### config.mk
export PLATFORM = sky130hd
export DESIGN_NAME = rat_intc_flat
export DESIGN_NICKNAME = d
export VERILOG_FILES = /design/src/rtl/rat_intc_if.sv /design/src/rtl/rat_intc.sv /design/src/flat_wrapper.sv
export SDC_FILE = /design/constraint.sdc
export NUM_CORES = 1
export LEC_CHECK = 0
export CORE_AREA = 2 2 56 84
export CTS_CLUSTER_DIAMETER = 60
export DETAILED_ROUTE_END_ITERATION = 6
export DIE_AREA = 0 0 58 86
export HOLD_SLACK_MARGIN = 0.03
export PLACE_DENSITY_LB_ADDON = 0.05
export SKIP_CTS_REPAIR_TIMING = 1
export SYNTH_ARGS = -nofsm -noshare
export SYNTH_HDL_FRONTEND = slang
export SYNTH_SLANG_ARGS = --single-unit
export TNS_END_PERCENT = 30
### constraint.sdc
create_clock -name clk -period 4.9 [get_ports clk]
set_clock_uncertainty 0.05 [all_clocks]
set_input_delay 0.98 -clock clk [delete_from_list [all_inputs] [get_ports clk]]
set_output_delay 0.98 -clock clk [all_outputs]
set_load 0.005 [all_outputs]
### src/rtl/rat_intc_if.sv
// RAT MCU port bus as seen by a peripheral: address, write data, strobe and read-back data.
interface rat_intc_if #(
  parameter int DATA_W = 8
);
  logic [7:0]        PORT_ID;
  logic [DATA_W-1:0] OUT_PORT;
  logic              IO_STRB;
  logic [DATA_W-1:0] RD_DATA;

  modport master (output PORT_ID, OUT_PORT, IO_STRB, input RD_DATA);
  modport slave  (input PORT_ID, OUT_PORT, IO_STRB, output RD_DATA);
endinterface

### src/rtl/rat_intc.sv
// Multi-source interrupt controller for the RAT MCU: synchronised, maskable, lowest-index-first
// requests to the Control_Unit, one in service at a time, ended by an EOI write.
module rat_intc #(
  parameter int               N_SRC     = 8,
  parameter int               DATA_W    = 8,
  parameter logic [7:0]       BASE_ID   = 8'hE0,
  parameter logic [N_SRC-1:0] EDGE_MODE = '1,
  parameter logic [N_SRC-1:0] MASK_RST  = '0
) (
  input  logic             clk,
  input  logic             RESET,
  input  logic [N_SRC-1:0] IRQ,
  input  logic             INT_ACK,
  rat_intc_if.slave        bus,
  output logic             INTV,
  output logic             IN_SVC,
  output logic [2:0]       ACTIVE_ID
);

  typedef enum logic [1:0] {IDLE, REQ, SVC} state_t;

  logic [N_SRC-1:0] r_sync1, r_sync2, r_prev;
  logic [N_SRC-1:0] r_pend, r_mask;
  state_t           r_state, w_state_nxt;
  logic [2:0]       r_active, w_active_nxt;

  logic [N_SRC-1:0] w_pend, w_elig, w_set, w_w1c, w_ack_clr, w_wdata;
  logic [7:0]       w_off;
  logic             w_hit, w_wr_mask, w_wr_pend, w_wr_eoi;
  logic [2:0]       w_win;

  assign w_off     = bus.PORT_ID - BASE_ID;
  assign w_hit     = (bus.PORT_ID >= BASE_ID) && (w_off < 8'd4);
  assign w_wdata   = bus.OUT_PORT[N_SRC-1:0];
  assign w_wr_mask = bus.IO_STRB && w_hit && (w_off[1:0] == 2'd0);
  assign w_wr_pend = bus.IO_STRB && w_hit && (w_off[1:0] == 2'd1);
  assign w_wr_eoi  = bus.IO_STRB && w_hit && (w_off[1:0] == 2'd3);

  // r_prev is s2 one cycle late, so s2 & ~r_prev marks a rising edge on the synchronised line.
  // NOTE: sequential state uses <= so every flop samples pre-edge values regardless of statement order.
  always_ff @(posedge clk or posedge RESET) begin
    if (RESET) begin
      r_sync1 <= '0;
      r_sync2 <= '0;
      r_prev  <= '0;
    end else begin
      r_sync1 <= IRQ;
      r_sync2 <= r_sync1;
      r_prev  <= r_sync2;
    end
  end

  // Set is applied after clears so an edge arriving with a W1C or an ack is never lost.
  assign w_set = r_sync2 & ~r_prev & EDGE_MODE;
  assign w_w1c = w_wr_pend ? w_wdata : '0;

  always_ff @(posedge clk or posedge RESET) begin
    if (RESET) begin
      r_pend <= '0;
      r_mask <= MASK_RST;
    end else begin
      r_pend <= ((r_pend & ~w_w1c & ~w_ack_clr) | w_set) & EDGE_MODE;
      if (w_wr_mask) r_mask <= w_wdata;
    end
  end

  assign w_pend = (r_pend & EDGE_MODE) | (r_sync2 & ~EDGE_MODE);
  assign w_elig = w_pend & r_mask;

  // Scanning downwards leaves the lowest set index as the winner.
  // NOTE: every always_comb output gets a default first, so no path can infer a latch.
  always_comb begin
    w_win = '0;
    for (int i = N_SRC - 1; i >= 0; i--) begin
      if (w_elig[i]) w_win = 3'(i);
    end
  end

  always_ff @(posedge clk or posedge RESET) begin
    if (RESET) begin
      r_state  <= IDLE;
      r_active <= '0;
    end else begin
      r_state  <= w_state_nxt;
      r_active <= w_active_nxt;
    end
  end

  // An ack is honoured even if eligibility vanished this cycle: INTV was already seen by the CU.
  always_comb begin
    w_state_nxt  = r_state;
    w_active_nxt = r_active;
    w_ack_clr    = '0;
    unique case (r_state)
      IDLE: begin
        if (|w_elig) begin
          w_state_nxt  = REQ;
          w_active_nxt = w_win;
        end
      end
      REQ: begin
        if (INT_ACK) begin
          w_state_nxt = SVC;
          for (int i = 0; i < N_SRC; i++) w_ack_clr[i] = (r_active == 3'(i));
        end else if (!(|w_elig)) begin
          w_state_nxt = IDLE;
        end else begin
          w_active_nxt = w_win;
        end
      end
      SVC: begin
        if (w_wr_eoi) w_state_nxt = IDLE;
      end
      default: w_state_nxt = IDLE;
    endcase
  end

  assign INTV      = (r_state == REQ);
  assign IN_SVC    = (r_state == SVC);
  assign ACTIVE_ID = r_active;

  always_comb begin
    bus.RD_DATA = '0;
    if (w_hit) begin
      unique case (w_off[1:0])
        2'd0:    bus.RD_DATA[N_SRC-1:0] = r_mask;
        2'd1:    bus.RD_DATA[N_SRC-1:0] = w_pend;
        2'd2:    bus.RD_DATA[7:0]       = {IN_SVC, INTV, 3'b000, r_active};
        default: bus.RD_DATA            = '0;
      endcase
    end
  end

endmodule

### src/flat_wrapper.sv
// flat-port wrapper written by rule: the top's interface ports become plain ports
module rat_intc_flat 
#(
  parameter int               N_SRC     = 8,
  parameter int               DATA_W    = 8,
  parameter logic [7:0]       BASE_ID   = 8'hE0,
  parameter logic [N_SRC-1:0] EDGE_MODE = '1,
  parameter logic [N_SRC-1:0] MASK_RST  = '0
)
  (clk, RESET, IRQ, INT_ACK, INTV, IN_SVC, ACTIVE_ID, bus_PORT_ID, bus_OUT_PORT, bus_IO_STRB, bus_RD_DATA);
  rat_intc_if #(.DATA_W(DATA_W)) bus_i ();
  input  logic clk;
  input  logic RESET;
  input  logic [N_SRC-1:0] IRQ;
  input  logic INT_ACK;
  output logic INTV;
  output logic IN_SVC;
  output logic [2:0] ACTIVE_ID;
  input wire logic [$bits(bus_i.PORT_ID)-1:0] bus_PORT_ID;
  input wire logic [$bits(bus_i.OUT_PORT)-1:0] bus_OUT_PORT;
  input wire logic [$bits(bus_i.IO_STRB)-1:0] bus_IO_STRB;
  output wire logic [$bits(bus_i.RD_DATA)-1:0] bus_RD_DATA;
  assign bus_i.PORT_ID = bus_PORT_ID;
  assign bus_i.OUT_PORT = bus_OUT_PORT;
  assign bus_i.IO_STRB = bus_IO_STRB;
  assign bus_RD_DATA = bus_i.RD_DATA;
  rat_intc #(.N_SRC(N_SRC), .DATA_W(DATA_W), .BASE_ID(BASE_ID), .EDGE_MODE(EDGE_MODE), .MASK_RST(MASK_RST)) u_core (.clk(clk), .RESET(RESET), .IRQ(IRQ), .INT_ACK(INT_ACK), .bus(bus_i), .INTV(INTV), .IN_SVC(IN_SVC), .ACTIVE_ID(ACTIVE_ID));
endmodule
==> qor.yml <==
numCtsBuffers: 5
antenna_left: 0
worst_ep_required_time_ns: 3.87
timing.final.max_slew_violations: 0
initial_utilization: 0.443
crit_fanout: 10
clk_latency_ns: 0.29
yosysWarnings: 0
ys_ff_latch: 45
share_seq_of_total_power: 0.553
area_growth_pct: 28.6
status: "complete, no violations"
synth-seq-area-share: 0.604
instances_no_fill: 254
viasPerCell: 5.36
port_buffers: 40
crit_path_start_kind: "input port"
io_pins: 41
ir_worst_vdd_mv: 0.295
grt_max_degree: 32
grt_overflow_total: 0
fmax_mhz: 244
yosysUniqueCellTypes: 29
setup_slack_ns: 0.800
final_nets: 236
cts_tree: "done"
synthTopCellsByArea: "dfrtp_1 (60%), a32o_1 (5.4%), mux2_2 (4.8%)"
min_period_over_period: 0.837
netSwitchingPower_w: 0.000212
postSynthNetCount: 191
hpwl_mm: 2.95
clockRootBuffer: "clkbuf_8"
worstSetupPathType: "input port to output port"
track_usage: 0.181
fin_setup_tns_ns: 0
grt_pass1_vias: 1432
die-width_microns: 58
antenna_found_initial: 0
cts_sinks: 45
p_int_w: 0.000573
rows: 29
arrival_ns: 3.07
place_congestion: 0.917
cts.clk_slew.worst_paths_ns: 0.08
drv_cap: 0
drt_wl_total_mm: 3.84
fin_crit_ns: 4.10
power_frac_clock: 0.276
n_antenna_cell: 0
cts_max_path_buffers: 2
synth_edf_count: 0
rsz0062_at_grt: "false"
wire_per_inst_microns: 15.1
core_sq_mm: 0.00421
leakagePower_nw: 1.03
avgSynthCellArea_sq_um: 11.5
yosys.area.top_type: "dfrtp_1"
synth.cell_area_sq_mm: 0.00186
crit_path_end_kind: "output port"
placed_area_sq_mm: 0.00231
final_cell_area_sq_mm: 0.00240
firstDrtPassIters: 5
yosysTopAreaCellShare: 0.604
async_flop_share: 1.00
timing.hold.ws_ns: 0.303
first_iter_violations: 62
final-hold-violation-count: 0
worst_slew_pin_slew_ns: 1.13
grt_first_pass_wirelength_mm: 6.81
p_sw_frac: 0.270
drive_above_1_share: 0.0962
htree_levels: 2
synth-main-ff-cell: "dfrtp_1"
worst_hold_path_type: "register to register"
dp_slack_ns: 0.790
setup_viol: 0
dp_cells: 246
synth_commonest_cells: "dfrtp_1 (45), nand2_1 (24), nor2_1 (13), inv_1 (11)"
power_density_mw_per_mm2: 328
synthCells: 162
slew_headroom: 0.248
vias: 1361
die_h_microns: 86
drc: 0
die_area_sq_mm: 0.00499
pwr-share-comb: 0.171
synth_most_common_cell: "dfrtp_1"
[state kept, by name, summed over array words and instances (netlist names)]
register and flops:
u_core.r_mask 8, u_core.r_pend 8, u_core.r_prev 8, u_core.r_sync1 8, u_core.r_sync2 8, u_core.ACTIVE_ID 3
u_core.r_state 2
[cell type report]
class | instances | area, sq um
fillers | 371 | 1810
flip-flops and latches | 45 | 1130
multi-input cells | 103 | 677
repair buffers | 41 | 408
clock buffers | 5 | 68.8
well taps | 46 | 57.6
inverters | 11 | 41.3
clock inverters | 3 | 17.5
[metal layers]
metal | up-vias | part of all wire | routed length, microns | global-route usage
li1 | 658 | - | - | -
met1 | 647 | 0.39 | 1510 | 0.219
met2 | 47 | 0.52 | 1990 | 0.304
met3 | 9 | 0.054 | 207 | 0.0362
met4 | 0 | 0.035 | 133 | 0.0867
met5 | - | 0 | 0 | 0
[cell usage in the layout (no fill, tap or decap), drive strengths merged, types with 5 or more instances in the layout]
cell and n:
a21oi 10, a32o 10, clkbuf 5, clkdlybuf4s50 40, dfrtp 45, inv 11, mux2 8, mux2i 8
nand2 24, nor2 13
[power by group through the flow]
stage / clock, W / combinational [W] / sequential [W]
after detailed placement: 0 / 0.000134 / 0.000441
after global placement: 0 / 0.000133 / 0.000439
after floorplan: 0 / 0.0000626 / 0.000432
after global routing: 0.000242 / 0.000149 / 0.000441
after CTS: 0.000224 / 0.000135 / 0.000434
final: 0.000216 / 0.000135 / 0.000434
[critical path, stage by stage]
cell and delay [ns]:
clkdlybuf4s50_1 0.48, or4b_4 0.47, or2_1 0.39, nor3_1 0.23
clkdlybuf4s50_1 0.53
[final timing paths]
path	start	to	slack (ns)	cells past startpoint
worst max-delay path	bus_PORT_ID[6]	bus_RD_DATA[5]	0.80	5
worst min-delay path	u_core.r_sync1[6]$_DFF_PP0_	u_core.r_sync2[6]$_DFF_PP0_	0.30	0
worst max register to register	u_core.r_state[0]$_DFFE_PP0P_	u_core.r_pend[7]$_DFF_PP0_	3.39	4
worst min register to register	u_core.r_sync1[6]$_DFF_PP0_	u_core.r_sync2[6]$_DFF_PP0_	0.30	0
max in group asynchronous	RESET	u_core.r_sync1[0]$_DFF_PP0_	2.77	3
min in group asynchronous	RESET	u_core.r_sync1[6]$_DFF_PP0_	1.23	2
[through the flow]
step / utilization / power (W)
floorplan: - / 0.000495
detailed placement: 0.549 / 0.000575
finish: 0.569 / 0.000785
global route: 0.569 / 0.000832
CTS: 0.569 / 0.000793
global placement: 0.549 / 0.000572
[logic make-up after synthesis]
group / synth area share
fa+ha+maj: 0.00671
flops: 0.604
compound gates: 0.110
buf+inv: 0.0322
simple gates: 0.155
mux: 0.0913
Power figures use the tool's default switching activity.
